## src/rtl/tcam_mem_d1.sv

```systemverilog
// Ternary CAM of SIZE value/mask/valid entries; write/clear acknowledged by done one cycle later.
// Search latency 2 cycles at one search per cycle; no backpressure, every request is accepted.
module tcam_mem_d1 #(
    parameter int WIDTH      = 32,
    parameter int SIZE       = 8,
    parameter int INDEX_SIZE = 3
) (
    input  logic                    clk,
    input  logic                    reset,
    input  logic                    write_en,
    input  logic                    clear_en,
    input  logic [INDEX_SIZE-1:0]   index,
    input  logic [WIDTH-1:0]        write_data,
    input  logic [WIDTH-1:0]        write_mask,
    input  logic                    write_valid,
    output logic                    done,
    input  logic                    search_go,
    input  logic [WIDTH-1:0]        search_key,
    output logic                    search_done,
    output logic                    hit,
    output logic [INDEX_SIZE-1:0]   match_index,
    output logic [SIZE*WIDTH-1:0]   read_data,
    output logic [SIZE-1:0]         read_valid
);

    // Packed so that entry i lands at read_data[i*WIDTH +: WIDTH] directly.
    logic [SIZE-1:0][WIDTH-1:0] value_q, value_d;
    logic [SIZE-1:0][WIDTH-1:0] mask_q,  mask_d;
    logic [SIZE-1:0]            valid_q, valid_d;

    logic                       done_q, done_d;

    logic                       s1_vld_q, s1_vld_d;
    logic [SIZE-1:0]            s1_match_q, s1_match_d;
    logic [SIZE-1:0]            match_vec;

    logic                       search_done_q, search_done_d;
    logic                       hit_q, hit_d;
    logic [INDEX_SIZE-1:0]      match_index_q, match_index_d;
    logic [INDEX_SIZE-1:0]      enc_idx;

    // Entry update: clear wins over write; out-of-range index matches no entry.
    always_comb begin
        value_d = value_q;
        mask_d  = mask_q;
        valid_d = valid_q;
        done_d  = write_en | clear_en;
        if (clear_en) begin
            valid_d = '0;
        end else if (write_en) begin
            for (int i = 0; i < SIZE; i++) begin
                if (index == INDEX_SIZE'(i)) begin
                    value_d[i] = write_data;
                    mask_d[i]  = write_mask;
                    valid_d[i] = write_valid;
                end
            end
        end
    end

    // Stage 1 compares against pre-edge contents, so same-cycle writes are not seen.
    always_comb begin
        match_vec = '0;
        for (int i = 0; i < SIZE; i++) begin
            match_vec[i] = valid_q[i] && (((search_key ^ value_q[i]) & mask_q[i]) == '0);
        end
        s1_vld_d   = search_go;
        s1_match_d = search_go ? match_vec : '0;
    end

    // Stage 2: lowest-index priority encode; index stays 0 when nothing matched.
    always_comb begin
        enc_idx = '0;
        for (int i = SIZE - 1; i >= 0; i--) begin
            if (s1_match_q[i]) begin
                enc_idx = INDEX_SIZE'(i);
            end
        end
        search_done_d = s1_vld_q;
        hit_d         = s1_vld_q & (|s1_match_q);
        match_index_d = (s1_vld_q && (|s1_match_q)) ? enc_idx : '0;
    end

    always_ff @(posedge clk or negedge reset) begin
        if (!reset) begin
            value_q       <= '0;
            mask_q        <= '0;
            valid_q       <= '0;
            done_q        <= 1'b0;
            s1_vld_q      <= 1'b0;
            s1_match_q    <= '0;
            search_done_q <= 1'b0;
            hit_q         <= 1'b0;
            match_index_q <= '0;
        end else begin
            value_q       <= value_d;
            mask_q        <= mask_d;
            valid_q       <= valid_d;
            done_q        <= done_d;
            s1_vld_q      <= s1_vld_d;
            s1_match_q    <= s1_match_d;
            search_done_q <= search_done_d;
            hit_q         <= hit_d;
            match_index_q <= match_index_d;
        end
    end

    assign done        = done_q;
    assign search_done = search_done_q;
    assign hit         = hit_q;
    assign match_index = match_index_q;
    assign read_data   = value_q;
    assign read_valid  = valid_q;

endmodule

```

## config.mk

```make
export PLATFORM = sky130hd
export DESIGN_NAME = tcam_mem_d1
export DESIGN_NICKNAME = d
export VERILOG_FILES = /design/src/rtl/tcam_mem_d1.sv
export SDC_FILE = /design/constraint.sdc
export NUM_CORES = 1
export LEC_CHECK = 0
export CAP_MARGIN = 10
export CORE_MARGIN = 10
export CORE_UTILIZATION = 49
export DETAILED_ROUTE_END_ITERATION = 10
export GPL_TIMING_DRIVEN = 0
export PLACE_DENSITY = 0.88
export SLEW_MARGIN = 20
export SYNTH_ARGS = -nofsm -noshare
export SYNTH_HDL_FRONTEND = slang
export SYNTH_SLANG_ARGS = --single-unit
```

## constraint.sdc

```tcl
create_clock -name clk -period 1.3 [get_ports clk]
set_input_delay 0.325 -clock clk [delete_from_list [all_inputs] [get_ports clk]]
set_output_delay 0.325 -clock clk [all_outputs]
set_load 0.02 [all_outputs]
```

==> results.cfg, run 1 <==
[sta]
rsz0062_at_grt = true
period_needed_ps = 1816
setup_ws_ps = -515.5
finalSetupViolations = 278
worst_pin_slew_ps = 748.7
min_period_over_period = 1.397
hold_viol = 57
fin_tns_setup_ps = -57200
finClkSkew_ps = 15.64
hold_slack_ps = -351.3
fmax_mhz = 550.8
slew-limit-headroom = 0.5009
drv_slew = 0

[placed_design]
hpwl_mm = 63.38
place_congestion = 0.9391
pre_cts_ws_ps = -1353
io_buffers = 340

[layout]
drive_above_1_share = 0.5618
area_growth_pct = 42.94
nets = 2311
final_cell_mix = dfrtp_1 (502), buf_6 (290), mux2_4 (279)
n_fill_cell = 2882
layout_commonest_cell = dfrtp_1
final_util = 0.7092

[routing]
ant_nets = 0
dr.pass1.iters = 6
drc_errors = 0
vias = 17250
route.detailed.wl_per_inst_um = 32.10
drt-initial-drc-count = 1676
wirelength_mm = 92.03
avgViaCountPerCell = 6.017

[yosys]
synth_area_leader_cell = dfrtp_1
synthCells = 1614
ys_seq_area_frac = 0.5651
synth.area.top_cells = dfrtp_1 (57%), mux2_2 (21%), xor2_1 (9.5%), mux2_4 (3.8%), a221oi_1 (1.8%)
netlist.area_leader.share = 0.5651
syn-num-nets = 1719
ys_ff_latch = 535
ys_warn_count = 0
synth_area_per_cell_um2 = 14.68
syn_area_um2 = 23690
synth.distinct_cells = 38

[power_and_ir_drop]
total_power_uw = 61430
peakVddDrop_mv = 1.164
power.leakage_uw = 0.01612
powerDensity_nw_per_um2 = 1814

[status]
outcome = finished, violations left
failed_checks = negative hold slack, negative setup slack

[clocking]
clkTransAtPathRegs_ps = 70
cts_max_level = 2
cts.path.max_buffers = 3
clock-sinks = 535
cts-buffers-inserted = 53
cts_tree = yes
cts_root_buf = clkbuf_16
clk_latency_ps = 610

[grt]
grt_max_degree = 104
grt_overflow = 0
grt_pass1_vias = 18150
grtUsageTotal = 0.3107
grt_first_pass_wirelength_mm = 129.8
antenna_found_initial = 5

[critical_path]
startpoint_type = flop
r2r_start = read_data[155]$_DFFE_PN0P_
startpoint = read_data[155]$_DFFE_PN0P_
regToRegSetupSlack_ps = -520
critPathMaxFanout = 3
crit_required_ps = 1820
critPathCaptureType = flop
arrival_ps = 2340
worst-setup-path-type = reg2reg

[min_path]
hp-class = in2async

[run]
maxCapViolations = 0

[floorplanning]
die_x_um = 239.9
coreArea_um2 = 47750
dieArea_um2 = 57540
initial_core_util = 0.4962
rows = 80
die_h_um = 239.9
io_pins = 375
[metrics by stage]
stage          area, um^2  std cells
2_1_floorplan       25200       1614
3_3_place_gp        29370       2569
3_5_place_dp        29540       2575
4_1_cts             33300       2816
5_1_grt             33860       2866
6_report            33860       2867
[path summary, 6_finish.rpt]
path | end | cells past startpoint
min in group clk | read_valid[6]$_DFFE_PN0P_ | 3
max in group asynchronous | mask_q[196]$_DFFE_PN0P_ | 4
max | s1_match_q[4]$_DFF_PN0_ | 5
min | read_data[130]$_DFFE_PN0P_ | 1
max reg2reg | s1_match_q[4]$_DFF_PN0_ | 5
min reg2reg | match_index[0]$_DFF_PN0_ | 1
[where the power goes]
group	internal [uW]	total, uW	switching, uW	leakage [uW]
registers	20400	24100	3670	0.00655
clock network	9210	16000	6840	0.000903
logic	11400	21300	9870	0.00866
[sequential cells by signal, summed over array words and instances (netlist names), 3 cells and up]
register,cells
match_index,3
s1_match_q,8
read_valid,8
read_data,256
mask_q,256
[synthesized netlist by cell type (all sizes together)]
master and count:
a22oi 16, inv 2, dfrtp 535, nand3b 1, nand4 25, nor3b 1
mux2 512, or3 1, a21oi 8, clkbuf 28, mux2i 2, and3b 1
a22o 48, o21ai 3, and3 1, o31ai 1, nor2b 1, a211oi 1
nand2 24, nor3 8, o41ai 1, nand3 4, buf 59, nor2 14
or2 2, xor2 256, a221oi 48, o21bai 1, a222oi 8, nand2b 2
[repair_timing]
| item | CTS | global route |
|---|---|---|
| setup endpoints to repair | 792 | 730 |
| hold endpoints to repair | 57 | 57 |
| cloned | 1 | 3 |
| pin swaps | 29 | 18 |
| buffers inserted | 141 | 46 |
| gates resized for setup | 1755 | 52 |
[worst max-delay path, cell delays in order (launching register included)]
cell      delay [ps]
dfrtp_1          440
xor2_1           170
a22o_1           280
a221oi_4         310
nand4_1          300
nor3_1           220
[area by class of cell]
class / instances / area [um^2] / area share
well taps: 615 / 769.5 / 0.02272
clock inverters: 22 / 214.0 / 0.006318
repair buffers: 536 / 5464 / 0.1614
flip-flops and latches: 535 / 13430 / 0.3966
multi-input cells: 991 / 11400 / 0.3367
diodes: 2 / 5.005 / 0.0001478
clock buffers: 77 / 1579 / 0.04663
plain buffers: 87 / 992.2 / 0.02930
inverters: 2 / 7.507 / 0.0002217
[cell families (layout without fill, tap and decap cells)]
| family | after synthesis | in the layout | share of synthesized area |
|---|---|---|---|
| xor+xnor | 256 | 256 | 0.09464 |
| other cells | 0 | 2 | 0 |
| simple gates | 85 | 86 | 0.01875 |
| compound gates | 135 | 135 | 0.04759 |
| buf+inv | 89 | 724 | 0.02018 |
| mux | 514 | 514 | 0.2537 |
| flops | 535 | 535 | 0.5651 |
[routing by layer]
layer  vias up  wire length (um)  GRT usage
li1       6996                 -          -
met2       899             43990     0.5041
met5         -                13          0
met1      9133             35570     0.3898
met3       221              7790    0.07728
met4         2              4668     0.1332
Power figures use the tool's default switching activity.
==> inputs of run 2 (changes only) <==
--- a/config.mk
+++ b/config.mk
@@ -8,9 +8,11 @@
 export CAP_MARGIN = 10
 export CORE_MARGIN = 10
 export CORE_UTILIZATION = 49
+export CTS_CLUSTER_SIZE = 40
 export DETAILED_ROUTE_END_ITERATION = 10
 export GPL_TIMING_DRIVEN = 0
 export PLACE_DENSITY = 0.88
+export SKIP_LAST_GASP = 1
 export SLEW_MARGIN = 20
 export SYNTH_ARGS = -nofsm -noshare
 export SYNTH_HDL_FRONTEND = slang
==> run 2 against run 1 <==
  * The run still ends with negative hold slack, negative setup slack left
  * Maximum frequency increased by 1.7%
  * Clock-buffer cell count unchanged
  * Clock skew decreased by 1.7 ps
==> results.cfg, run 2 (synthesized netlist as in run 1, its figures left out) <==
[sta]
worst_pin_slew_ps = 738.9
finClkSkew_ps = 13.90
min_period_over_period = 1.374
period_needed_ps = 1786
slew-limit-headroom = 0.5074
rsz0062_at_grt = true
hold_slack_ps = -354.3
hold_viol = 57
setup_ws_ps = -485.8
finalSetupViolations = 278
fin_tns_setup_ps = -56820
fmax_mhz = 560.0
drv_slew = 0

[layout]
register_area_um2 = 13430
final_cells = 2869
layout_commonest_cell = dfrtp_1
final_cell_mix = dfrtp_1 (504), buf_6 (286), mux2_4 (279)
area_growth_pct = 42.91
n_fill_cell = 2886
drive_above_1_share = 0.5617
final_util = 0.7091
multi_input_area_um2 = 11400
nets = 2313

[grt]
grt_first_pass_wirelength_mm = 129.5
antenna_found_initial = 5
grt_pass1_vias = 18070
grt_max_degree = 104
grt_overflow = 0
grtUsageTotal = 0.3101

[floorplanning]
initial_core_util = 0.4962
dieArea_um2 = 57540
die_h_um = 239.9
die_x_um = 239.9
io_pins = 375
rows = 80
coreArea_um2 = 47750

[critical_path]
startpoint = read_data[227]$_DFFE_PN0P_
r2r_start = read_data[227]$_DFFE_PN0P_
crit_required_ps = 1820
critPathCaptureType = flop
arrival_ps = 2310
worst-setup-path-type = reg2reg
critPathMaxFanout = 2
startpoint_type = flop

[placed_design]
place_congestion = 0.9391
io_buffers = 340
hpwl_mm = 63.38
numPlacedInstances = 2575
pre_cts_ws_ps = -1353

[power_and_ir_drop]
power.leakage_uw = 0.01612
peakVddDrop_mv = 1.168
powerDensity_nw_per_um2 = 1815

[status]
outcome = finished, violations left
failed_checks = negative hold slack, negative setup slack

[clocking]
cts-buffers-inserted = 53
clk_latency_ps = 610
clock-sinks = 535
cts_tree = yes
cts_max_level = 2
cts.path.max_buffers = 3
cts_root_buf = clkbuf_16
clkTransAtPathRegs_ps = 60

[min_path]
hp-class = in2async

[routing]
route.detailed.wl_per_inst_um = 32.06
dr.pass1.iters = 8
wirelength_mm = 91.99
ant_nets = 0
vias = 17220
drt-initial-drc-count = 1604
avgViaCountPerCell = 6.003
drc_errors = 0

[run]
maxCapViolations = 0
## run 2: worst paths after layout
path	slack [ps]	cells after the start	end
max in group asynchronous	260	4	mask_q[196]$_DFFE_PN0P_
max reg2reg	-490	5	s1_match_q[7]$_DFF_PN0_
min	-350	1	read_data[130]$_DFFE_PN0P_
min reg2reg	460	1	match_index[0]$_DFF_PN0_
min in group clk	30	3	read_valid[6]$_DFFE_PN0P_
max	-490	5	s1_match_q[7]$_DFF_PN0_
## run 2: through the flow
stage	power, uW	cell area (um^2)
finish	61440	33860
global route	63240	33850
CTS	60230	33230
detailed placement	41790	29540
global placement	41120	29370
floorplan	33070	25200
## run 2: layout make-up
type                       count  share of cell area
sequential                   535              0.3966
clock buffer                  77             0.04664
buffer                        87             0.02931
inverter                       2           0.0002217
tap                          615             0.02273
antenna                        2           0.0001478
multi-input combinational    991              0.3367
timing repair buffer         538              0.1613
clock inverter                22            0.006320
## run 2: worst max-delay path, stage by stage (launching register included)
cell      delay (ps)
dfrtp_1          400
xor2_1           190
a22o_1           260
a221oi_4         330
nand4_1          290
nor3_1           240
## run 2: report_power, final
part | switching (uW) | leakage (uW) | internal [uW]
Combinational | 9910 | 0.00867 | 11400
Sequential | 3640 | 0.00655 | 20400
Clock | 6840 | 0.000903 | 9210
Total | 20400 | 0.0161 | 41000
## run 2: per-layer routing
| metal | vias to the layer above | global-route usage | routed length [um] | share of wire |
|---|---|---|---|---|
| met5 | - | 0 | 13 | 0.00014 |
| met4 | 2 | 0.1352 | 4752 | 0.052 |
| met3 | 216 | 0.07625 | 7690 | 0.084 |
| met2 | 889 | 0.5013 | 43680 | 0.47 |
| met1 | 9125 | 0.3902 | 35850 | 0.39 |
| li1 | 6992 | - | - | - |
## run 2: repair_timing
item                                   4_1_cts  5_1_grt
cloned                                       1        3
pin swaps                                   29       19
setup buffers                              141       49
gates resized for setup                   1734       66
setup endpoints to repair                  792      727
endpoints found under the hold margin       57       57
